==> config.mk <==
export PLATFORM = sky130hd
export DESIGN_NAME = dispatch_queue
export DESIGN_NICKNAME = d
export VERILOG_FILES = /design/src/rtl/dispatch_queue.sv
export SDC_FILE = /design/constraint.sdc
export NUM_CORES = 1
export LEC_CHECK = 0
export BUFFER_PORTS_ARGS = -buffer_cell sky130_fd_sc_hd__buf_2
export CAP_MARGIN = 20
export CORE_AREA = 2 2 278 280
export DETAILED_ROUTE_END_ITERATION = 12
export DIE_AREA = 0 0 280 282
export GPL_ROUTABILITY_DRIVEN = 0
export HOLD_SLACK_MARGIN = 0.06
export PLACE_DENSITY = 0.61
export SLEW_MARGIN = 20
export SYNTH_ARGS = -nofsm -noshare
export SYNTH_HDL_FRONTEND = slang
export SYNTH_SLANG_ARGS = --single-unit
==> constraint.sdc <==
create_clock -name Sys_clk -period 11.48 [get_ports Sys_clk]
set_input_delay 1.148 -clock Sys_clk [delete_from_list [all_inputs] [get_ports Sys_clk]]
set_output_delay 1.148 -clock Sys_clk [all_outputs]
set_load 0.1 [all_outputs]
==> src/rtl/dispatch_queue.sv <==
// dispatch_queue: in-order instruction queue with operand resolution and single issue; `DP_BYPASS_EN lets a push into an empty queue dispatch at the same edge
module dispatch_queue #(
  parameter int ADDR_WIDTH = 32,
  parameter int REG_WIDTH  = 5,
  parameter int RoB_WIDTH  = 8,
  parameter int IQ_DEPTH   = 4,
  parameter int CDB_PORTS  = 2
) (
  input  logic                            Sys_clk,
  input  logic                            Sys_rst,
  input  logic                            Sys_rdy,
  input  logic                            DCDP_en,
  input  logic [ADDR_WIDTH-1:0]           DCDP_pc,
  input  logic [6:0]                      DCDP_opcode,
  input  logic [REG_WIDTH-1:0]            DCDP_rs1,
  input  logic [REG_WIDTH-1:0]            DCDP_rs2,
  input  logic [REG_WIDTH-1:0]            DCDP_rd,
  input  logic [31:0]                     DCDP_imm,
  input  logic                            DCDP_predict_result,
  output logic                            DPDC_ready,
  output logic [$clog2(IQ_DEPTH):0]       DPDC_count,
  output logic [REG_WIDTH:0]              DPRF_rs1,
  output logic [REG_WIDTH:0]              DPRF_rs2,
  input  logic [RoB_WIDTH:0]              RFDP_Qj,
  input  logic [RoB_WIDTH:0]              RFDP_Qk,
  input  logic [31:0]                     RFDP_Vj,
  input  logic [31:0]                     RFDP_Vk,
  output logic [RoB_WIDTH:0]              DPRoB_Qj,
  output logic [RoB_WIDTH:0]              DPRoB_Qk,
  input  logic                            RoBDP_Qj_ready,
  input  logic                            RoBDP_Qk_ready,
  input  logic [31:0]                     RoBDP_Vj,
  input  logic [31:0]                     RoBDP_Vk,
  input  logic                            RoBDP_full,
  input  logic [RoB_WIDTH-1:0]            RoBDP_RoB_index,
  input  logic                            RoBDP_pre_judge,
  input  logic                            RSDP_full,
  input  logic                            LSBDP_full,
  input  logic [CDB_PORTS-1:0]            CDBDP_en,
  input  logic [CDB_PORTS*RoB_WIDTH-1:0]  CDBDP_RoB_index,
  input  logic [CDB_PORTS*32-1:0]         CDBDP_value,
  output logic                            DPRF_en,
  output logic [REG_WIDTH:0]              DPRF_rd,
  output logic [RoB_WIDTH-1:0]            DPRF_RoB_index,
  output logic                            DPRoB_en,
  output logic [ADDR_WIDTH-1:0]           DPRoB_pc,
  output logic [6:0]                      DPRoB_opcode,
  output logic [REG_WIDTH:0]              DPRoB_rd,
  output logic                            DPRoB_predict_result,
  output logic                            DPRS_en,
  output logic [ADDR_WIDTH-1:0]           DPRS_pc,
  output logic [6:0]                      DPRS_opcode,
  output logic [31:0]                     DPRS_imm,
  output logic [RoB_WIDTH:0]              DPRS_Qj,
  output logic [RoB_WIDTH:0]              DPRS_Qk,
  output logic [31:0]                     DPRS_Vj,
  output logic [31:0]                     DPRS_Vk,
  output logic [RoB_WIDTH-1:0]            DPRS_RoB_index,
  output logic                            DPLSB_en,
  output logic [6:0]                      DPLSB_opcode,
  output logic [31:0]                     DPLSB_imm,
  output logic [RoB_WIDTH:0]              DPLSB_Qj,
  output logic [RoB_WIDTH:0]              DPLSB_Qk,
  output logic [31:0]                     DPLSB_Vj,
  output logic [31:0]                     DPLSB_Vk,
  output logic [RoB_WIDTH-1:0]            DPLSB_RoB_index
);
  localparam int PW = $clog2(IQ_DEPTH);
  localparam int CW = PW + 1;
  localparam int EW = ADDR_WIDTH + 7 + 3 * REG_WIDTH + 32 + 1;
  localparam logic [REG_WIDTH:0] NON_REG = {1'b1, {REG_WIDTH{1'b0}}};
  localparam logic [RoB_WIDTH:0] NON_DEP = {1'b1, {RoB_WIDTH{1'b0}}};
`ifdef DP_BYPASS_EN
  localparam logic BYP = 1'b1;
`else
  localparam logic BYP = 1'b0;
`endif
  logic [EW-1:0] mem_q [IQ_DEPTH];
  logic [PW-1:0] head_q, tail_q, head_d, tail_d;
  logic [CW-1:0] count_q, count_d;
  logic [EW-1:0] in_ent, hd_ent;
  logic [ADDR_WIDTH-1:0] hd_pc;
  logic [6:0] hd_op;
  logic [REG_WIDTH-1:0] hd_rs1, hd_rs2, hd_rd;
  logic [31:0] hd_imm;
  logic hd_pred, hd_valid, is_ls, go, push, disp, wr, pop;
  logic [RoB_WIDTH+32:0] res_j, res_k;
  logic en_q, rs_en_q, lsb_en_q, pred_q;
  logic [ADDR_WIDTH-1:0] pc_q;
  logic [6:0] op_q;
  logic [31:0] imm_q, vj_q, vk_q;
  logic [REG_WIDTH:0] rd_q;
  logic [RoB_WIDTH:0] qj_q, qk_q;
  logic [RoB_WIDTH-1:0] rob_q;
  // Priority: no dependency, then RoB value, then the lowest-index matching CDB channel
  function automatic logic [RoB_WIDTH+32:0] resolve(input logic [RoB_WIDTH:0] q, input logic [31:0] v,
                                                   input logic rob_rdy, input logic [31:0] rob_v);
    logic [RoB_WIDTH+32:0] r;
    r = {q, v};
    for (int i = CDB_PORTS - 1; i >= 0; i--)
      if (CDBDP_en[i] && {1'b0, CDBDP_RoB_index[i*RoB_WIDTH +: RoB_WIDTH]} == q)
        r = {NON_DEP, CDBDP_value[i*32 +: 32]};
    if (rob_rdy) r = {NON_DEP, rob_v};
    if (q == NON_DEP) r = {NON_DEP, v};
    return r;
  endfunction
  assign in_ent = {DCDP_pc, DCDP_opcode, DCDP_rs1, DCDP_rs2, DCDP_rd, DCDP_imm, DCDP_predict_result};
  assign hd_ent = (BYP && count_q == '0) ? in_ent : mem_q[head_q];
  assign {hd_pc, hd_op, hd_rs1, hd_rs2, hd_rd, hd_imm, hd_pred} = hd_ent;
  assign hd_valid = count_q != '0 || (BYP && DCDP_en);
  assign is_ls = hd_op >= 7'd11 && hd_op <= 7'd18;
  assign DPDC_ready = count_q < CW'(IQ_DEPTH);
  assign DPDC_count = count_q;
  assign DPRF_rs1 = (hd_op inside {[7'd1:7'd3]}) ? NON_REG : {1'b0, hd_rs1};
  assign DPRF_rs2 = (hd_op inside {[7'd1:7'd4], [7'd11:7'd15], [7'd19:7'd27]}) ? NON_REG : {1'b0, hd_rs2};
  assign DPRoB_Qj = RFDP_Qj;
  assign DPRoB_Qk = RFDP_Qk;
  assign res_j = resolve(RFDP_Qj, RFDP_Vj, RoBDP_Qj_ready, RoBDP_Vj);
  assign res_k = resolve(RFDP_Qk, RFDP_Vk, RoBDP_Qk_ready, RoBDP_Vk);
  assign go = Sys_rdy && RoBDP_pre_judge;
  assign push = go && DCDP_en && DPDC_ready;
  assign disp = go && hd_valid && !RoBDP_full && !(is_ls ? LSBDP_full : RSDP_full);
  assign pop = disp && count_q != '0;
  // A bypassed push is consumed directly and never occupies a slot
  assign wr = push && !(BYP && count_q == '0 && disp);
  assign count_d = count_q + CW'(wr) - CW'(pop);
  assign head_d = head_q + PW'(pop);
  assign tail_d = tail_q + PW'(wr);
  always_ff @(posedge Sys_clk) begin
    if (!Sys_rst) begin
      count_q <= '0;
      head_q <= '0;
      tail_q <= '0;
      en_q <= 1'b0;
      rs_en_q <= 1'b0;
      lsb_en_q <= 1'b0;
      pc_q <= '0;
      op_q <= '0;
      imm_q <= '0;
      rd_q <= NON_REG;
      pred_q <= 1'b0;
      qj_q <= NON_DEP;
      qk_q <= NON_DEP;
      vj_q <= '0;
      vk_q <= '0;
      rob_q <= '0;
    end else begin
      count_q <= RoBDP_pre_judge ? count_d : '0;
      head_q <= RoBDP_pre_judge ? head_d : '0;
      tail_q <= RoBDP_pre_judge ? tail_d : '0;
      en_q <= disp;
      rs_en_q <= disp && !is_ls;
      lsb_en_q <= disp && is_ls;
      if (disp) begin
        pc_q <= hd_pc;
        op_q <= hd_op;
        imm_q <= hd_imm;
        rd_q <= (hd_op inside {[7'd5:7'd10], [7'd16:7'd18]}) ? NON_REG : {1'b0, hd_rd};
        pred_q <= hd_pred;
        {qj_q, vj_q} <= res_j;
        {qk_q, vk_q} <= res_k;
        rob_q <= RoBDP_RoB_index;
      end
    end
  end
  always_ff @(posedge Sys_clk)
    if (Sys_rst && wr) mem_q[tail_q] <= in_ent;
  assign DPRF_en = en_q;
  assign DPRF_rd = rd_q;
  assign DPRF_RoB_index = rob_q;
  assign DPRoB_en = en_q;
  assign DPRoB_pc = pc_q;
  assign DPRoB_opcode = op_q;
  assign DPRoB_rd = rd_q;
  assign DPRoB_predict_result = pred_q;
  assign DPRS_en = rs_en_q;
  assign DPRS_pc = pc_q;
  assign DPRS_opcode = op_q;
  assign DPRS_imm = imm_q;
  assign DPRS_Qj = qj_q;
  assign DPRS_Qk = qk_q;
  assign DPRS_Vj = vj_q;
  assign DPRS_Vk = vk_q;
  assign DPRS_RoB_index = rob_q;
  assign DPLSB_en = lsb_en_q;
  assign DPLSB_opcode = op_q;
  assign DPLSB_imm = imm_q;
  assign DPLSB_Qj = qj_q;
  assign DPLSB_Qk = qk_q;
  assign DPLSB_Vj = vj_q;
  assign DPLSB_Vk = vk_q;
  assign DPLSB_RoB_index = rob_q;
endmodule

==> out/qor.yml <==
clock_tree:
  cts_resized: 0
  numClockSinks: 526
  cts_hold_repair.buffers: 0
  postCtsSetupBuffers: 0
  number_of_buffers_created_by_cts: 57
  cts.htree.levels: 2
  insertion_delay_ns: 0.63
  cts_root_buffer: "sky130_fd_sc_hd__clkbuf_16"
  cts_tree: "yes"
  clock_pin_slew_of_the_registers_on_the_worst_case_setup_and_hold_paths_ns: 0.06
  clock_tree.buffer_depth: 3
worst_setup_path:
  reg2reg_from: "head_q[1]$_SDFF_PN0_"
  cp_data_required_time_ns: 10.33
  setup.worst_path.end: "DPRF_rs2[5]"
  timing.critical_path.depth: 7
  cp_num_buf_inv: 1
  crit_top_cell: "sky130_fd_sc_hd__nor2_1"
  start_kind: "flip-flop"
  critPathLaunch: "head_q[1]$_SDFF_PN0_"
  path_cells: "mux4_2 -> nor2_1 -> nor2_1 -> o21ai_0 -> xor2_1 -> a21oi_1 -> buf_2"
  reg2reg_depth: 7
  worstSetupEndpointType: "output pin"
  timing.setup.critical_path_class: "flip-flop to output pin"
  slowest_cell_on_crit_path: "sky130_fd_sc_hd__dfxtp_4"
  critical_path.max_stage_delay_ns: 0.85
  critical_path.max_fanout: 49
  arrival_ns: 3.70
  critical_path.top_delay_family: "flip-flops"
  worstReg2RegEnd: "DPLSB_Vj[14]$_SDFFE_PN0N_"
  reg2reg_setup_slack_ns: 7.26
sta:
  clock-skew-final_ns: 0.0456
  setup-tns-final_ns: 0
  hold_viol_final: 0
  fmax_achieved_mhz: 206
  setup_viol: 0
  rsz0062_at_grt: "no"
  worst_pin_slew_ns: 1.13
  setup_slack_ns: 6.63
  timing.final.crit_period_ns: 4.85
  finalMaxSlewViolations: 0
  timing.final.crit_share: 0.423
  relSlewSlack: 0.249
synthesis:
  yosys.area.top_type_share: 0.444
  mappedNetlistArea_sq_um: 23500
  synth_warn: 0
  synth.cells.most_frequent: "sky130_fd_sc_hd__edfxtp_1, sky130_fd_sc_hd__buf_4, sky130_fd_sc_hd__dfxtp_1"
  synth_xor_xnor_area_share: 0.0134
  postSynthRegisterBits: 526
  synth.yosys.seq_area_share: 0.596
  netlist_instances: 1895
  synth-async-reset-ratio: 0
  share_of_cell_area_taken_by_muxes_after_synthesis: 0.0934
  synth_compound_gate_area_share: 0.107
  postSynthAreaPerCell_sq_um: 12.4
  post_synth_num_cell_types: 52
  yosysTopAreaCell: "sky130_fd_sc_hd__edfxtp_1"
  yosys.cell_count.top_type: "sky130_fd_sc_hd__edfxtp_1"
  leading_post_synthesis_cells_by_cell_area: "sky130_fd_sc_hd__edfxtp_1, sky130_fd_sc_hd__dfxtp_1, sky130_fd_sc_hd__mux4_2, sky130_fd_sc_hd__buf_4, sky130_fd_sc_hd__o21ai_0"
  post_synth_and_or_nand_nor_area_fraction: 0.0890
  synthesized_net_count: 2231
  synth_top_family_by_area: "compound AO/OA/AOI/OAI gates"
  yosys_most_used_dff: "sky130_fd_sc_hd__edfxtp_1"
  synth-adder-area-share: 0.00192
  synth_enable_flop_cells: 348
grt:
  global_route.overflow_total: 0
  antenna_found_initial: 63
  first_global_vias: 17200
  groute.usage.overall: 0.222
  grt_pass1_wl_um: 126000
  grt_start_max_net_pins: 104
flow_run:
  drv_cap: 0
cells_and_area:
  layoutNonFillerInstCount: 3420
  filler_cells: 7335
  layout.area.seq_sq_um: 14000
  design.final.nets: 2696
  multi_input_comb_area_sq_um: 7240
  layout-drive-gt1-share: 0.399
  area.growth.synth_to_final_pct: 21.9
floorplanning:
  ioPinCount: 721
  dieWidth_um: 280
  fp.dieH_um: 282
  row_count: 101
  floorplan.die_area_sq_um: 79000
  placeableCoreArea_sq_um: 75700
  floorplan.initialDensity: 0.311
status:
  run_status: "finished, final reports clean"
routing:
  vias_per_cell: 5.29
  post_drt_wl_per_cell_um: 26.7
  drc_violation_count_after_routing: 0
  dr_total_vias: 18100
  route.antenna.remaining_nets: 0
  dr.pass1.iters: 6
  drt_wl_total_um: 91300
  drt-initial-drc-count: 1550
place:
  dp_worst_setup_slack_ns: 7.00
  placement.io_buffers: 720
  post-dp-hpwl_um: 65800
  placedCellCount: 3278
power_and_ir_drop:
  p_leak_nw: 11.5
  vdd_drop_max_mv: 0.114
  p_per_area_nw_per_um2: 150
worst_hold_path:
  class_of_the_tightest_hold_or_removal_check: "flip-flop to flip-flop"
flip-flops by register name, summed over array words and instances (netlist names), 8 cells and up:
register         flops
mem_q              348
DPLSB_Qk             9
DPLSB_RoB_index      8
DPLSB_Vj            32
DPRS_pc             32
DPLSB_Vk            32
DPLSB_imm           32
DPLSB_Qj             9
through the flow:
step | total power, mW | hold WS, ns | util | area (sq um)
after floorplan | 2.21 | 0.529 | - | 23500
after global placement | 2.33 | 0.452 | 0.349 | 26500
after detailed placement | 2.33 | 0.457 | 0.350 | 26500
after CTS | 4.34 | 0.466 | 0.377 | 28600
after global routing | 4.42 | 0.487 | 0.378 | 28600
final | 4.29 | 0.467 | 0.379 | 28700
worst reg2reg max path, stage by stage (launching register included):
cell and delay (ns):
sky130_fd_sc_hd__dfxtp_4 0.85, sky130_fd_sc_hd__mux4_2 0.56, sky130_fd_sc_hd__a21oi_4 0.26, sky130_fd_sc_hd__mux2_2 0.40
sky130_fd_sc_hd__mux2_8 0.61, sky130_fd_sc_hd__buf_4 0.98, sky130_fd_sc_hd__o21ai_0 0.29, sky130_fd_sc_hd__a31oi_1 0.19
worst min-delay path by stage:
stage                                         from                        to  slack (ns)  cells after the start
final                     DPLSB_Qk[6]$_SDFFE_PN0N_  DPLSB_Qk[6]$_SDFFE_PN0N_        0.47                      2
after global routing      DPLSB_Qk[6]$_SDFFE_PN0N_  DPLSB_Qk[6]$_SDFFE_PN0N_        0.49                      2
after CTS                 DPLSB_Qk[6]$_SDFFE_PN0N_  DPLSB_Qk[6]$_SDFFE_PN0N_        0.47                      2
after detailed placement  DPLSB_Qk[6]$_SDFFE_PN0N_  DPLSB_Qk[6]$_SDFFE_PN0N_        0.46                      2
after global placement    DPLSB_Qk[6]$_SDFFE_PN0N_  DPLSB_Qk[6]$_SDFFE_PN0N_        0.45                      2
after floorplan               tail_q[1]$_SDFF_PN0_      tail_q[1]$_SDFF_PN0_        0.53                      2
cells in the final DEF (no fill, tap or decap), types with 5 or more instances in the layout:
cell and n:
sky130_fd_sc_hd__and3_1 40, sky130_fd_sc_hd__edfxtp_1 348, sky130_fd_sc_hd__nor3_1 6, sky130_fd_sc_hd__buf_2 719
sky130_fd_sc_hd__a2111oi_0 19, sky130_fd_sc_hd__o211ai_1 63, sky130_fd_sc_hd__nand3b_1 19, sky130_fd_sc_hd__inv_1 39
sky130_fd_sc_hd__o21ai_1 18, sky130_fd_sc_hd__a31oi_1 95, sky130_fd_sc_hd__xor2_1 21, sky130_fd_sc_hd__clkinv_2 10
sky130_fd_sc_hd__buf_4 29, sky130_fd_sc_hd__a21oi_1 35, sky130_fd_sc_hd__nand3_1 125, sky130_fd_sc_hd__nor2_1 47
sky130_fd_sc_hd__a31o_1 12, sky130_fd_sc_hd__nor2b_1 11, sky130_fd_sc_hd__xnor2_1 15, sky130_fd_sc_hd__a31o_2 6
sky130_fd_sc_hd__nand2_1 137, sky130_fd_sc_hd__diode_2 33, sky130_fd_sc_hd__clkbuf_16 58, sky130_fd_sc_hd__mux2i_1 20
sky130_fd_sc_hd__clkbuf_1 11, sky130_fd_sc_hd__nor4_1 5, sky130_fd_sc_hd__dfxtp_1 176, sky130_fd_sc_hd__mux4_2 87
sky130_fd_sc_hd__bufinv_16 10, sky130_fd_sc_hd__o21ai_0 156
final cells by class:
class                   instances  share of cell area
repair buffers                751               0.135
multi-input cells             985               0.253
inverters                      39             0.00511
clock inverters                36              0.0186
clock buffers                  72              0.0535
well taps                     978              0.0427
diodes                         33             0.00288
flip-flops and latches        526               0.489
cell families after synthesis:
kind of cell,after synthesis
compound gates,411
xor+xnor,36
fa+ha+maj,3
buf+inv,384
flops,526
mux,110
simple gates,425
metal layers:
metal,global-route usage,up-vias,wire (um)
met5,0,-,259
met4,0.164,38,7190
met3,0.0717,301,7960
met2,0.369,1025,44600
met1,0.236,8841,31200
li1,-,7883,-
power breakdown:
part	total (mW)	internal (mW)	switching (mW)
Clock	2.00	1.19	0.811
Sequential	2.03	2.02	0.00359
Combinational	0.268	0.0820	0.186
No activity file was read; power rests on OpenSTA's default activity.
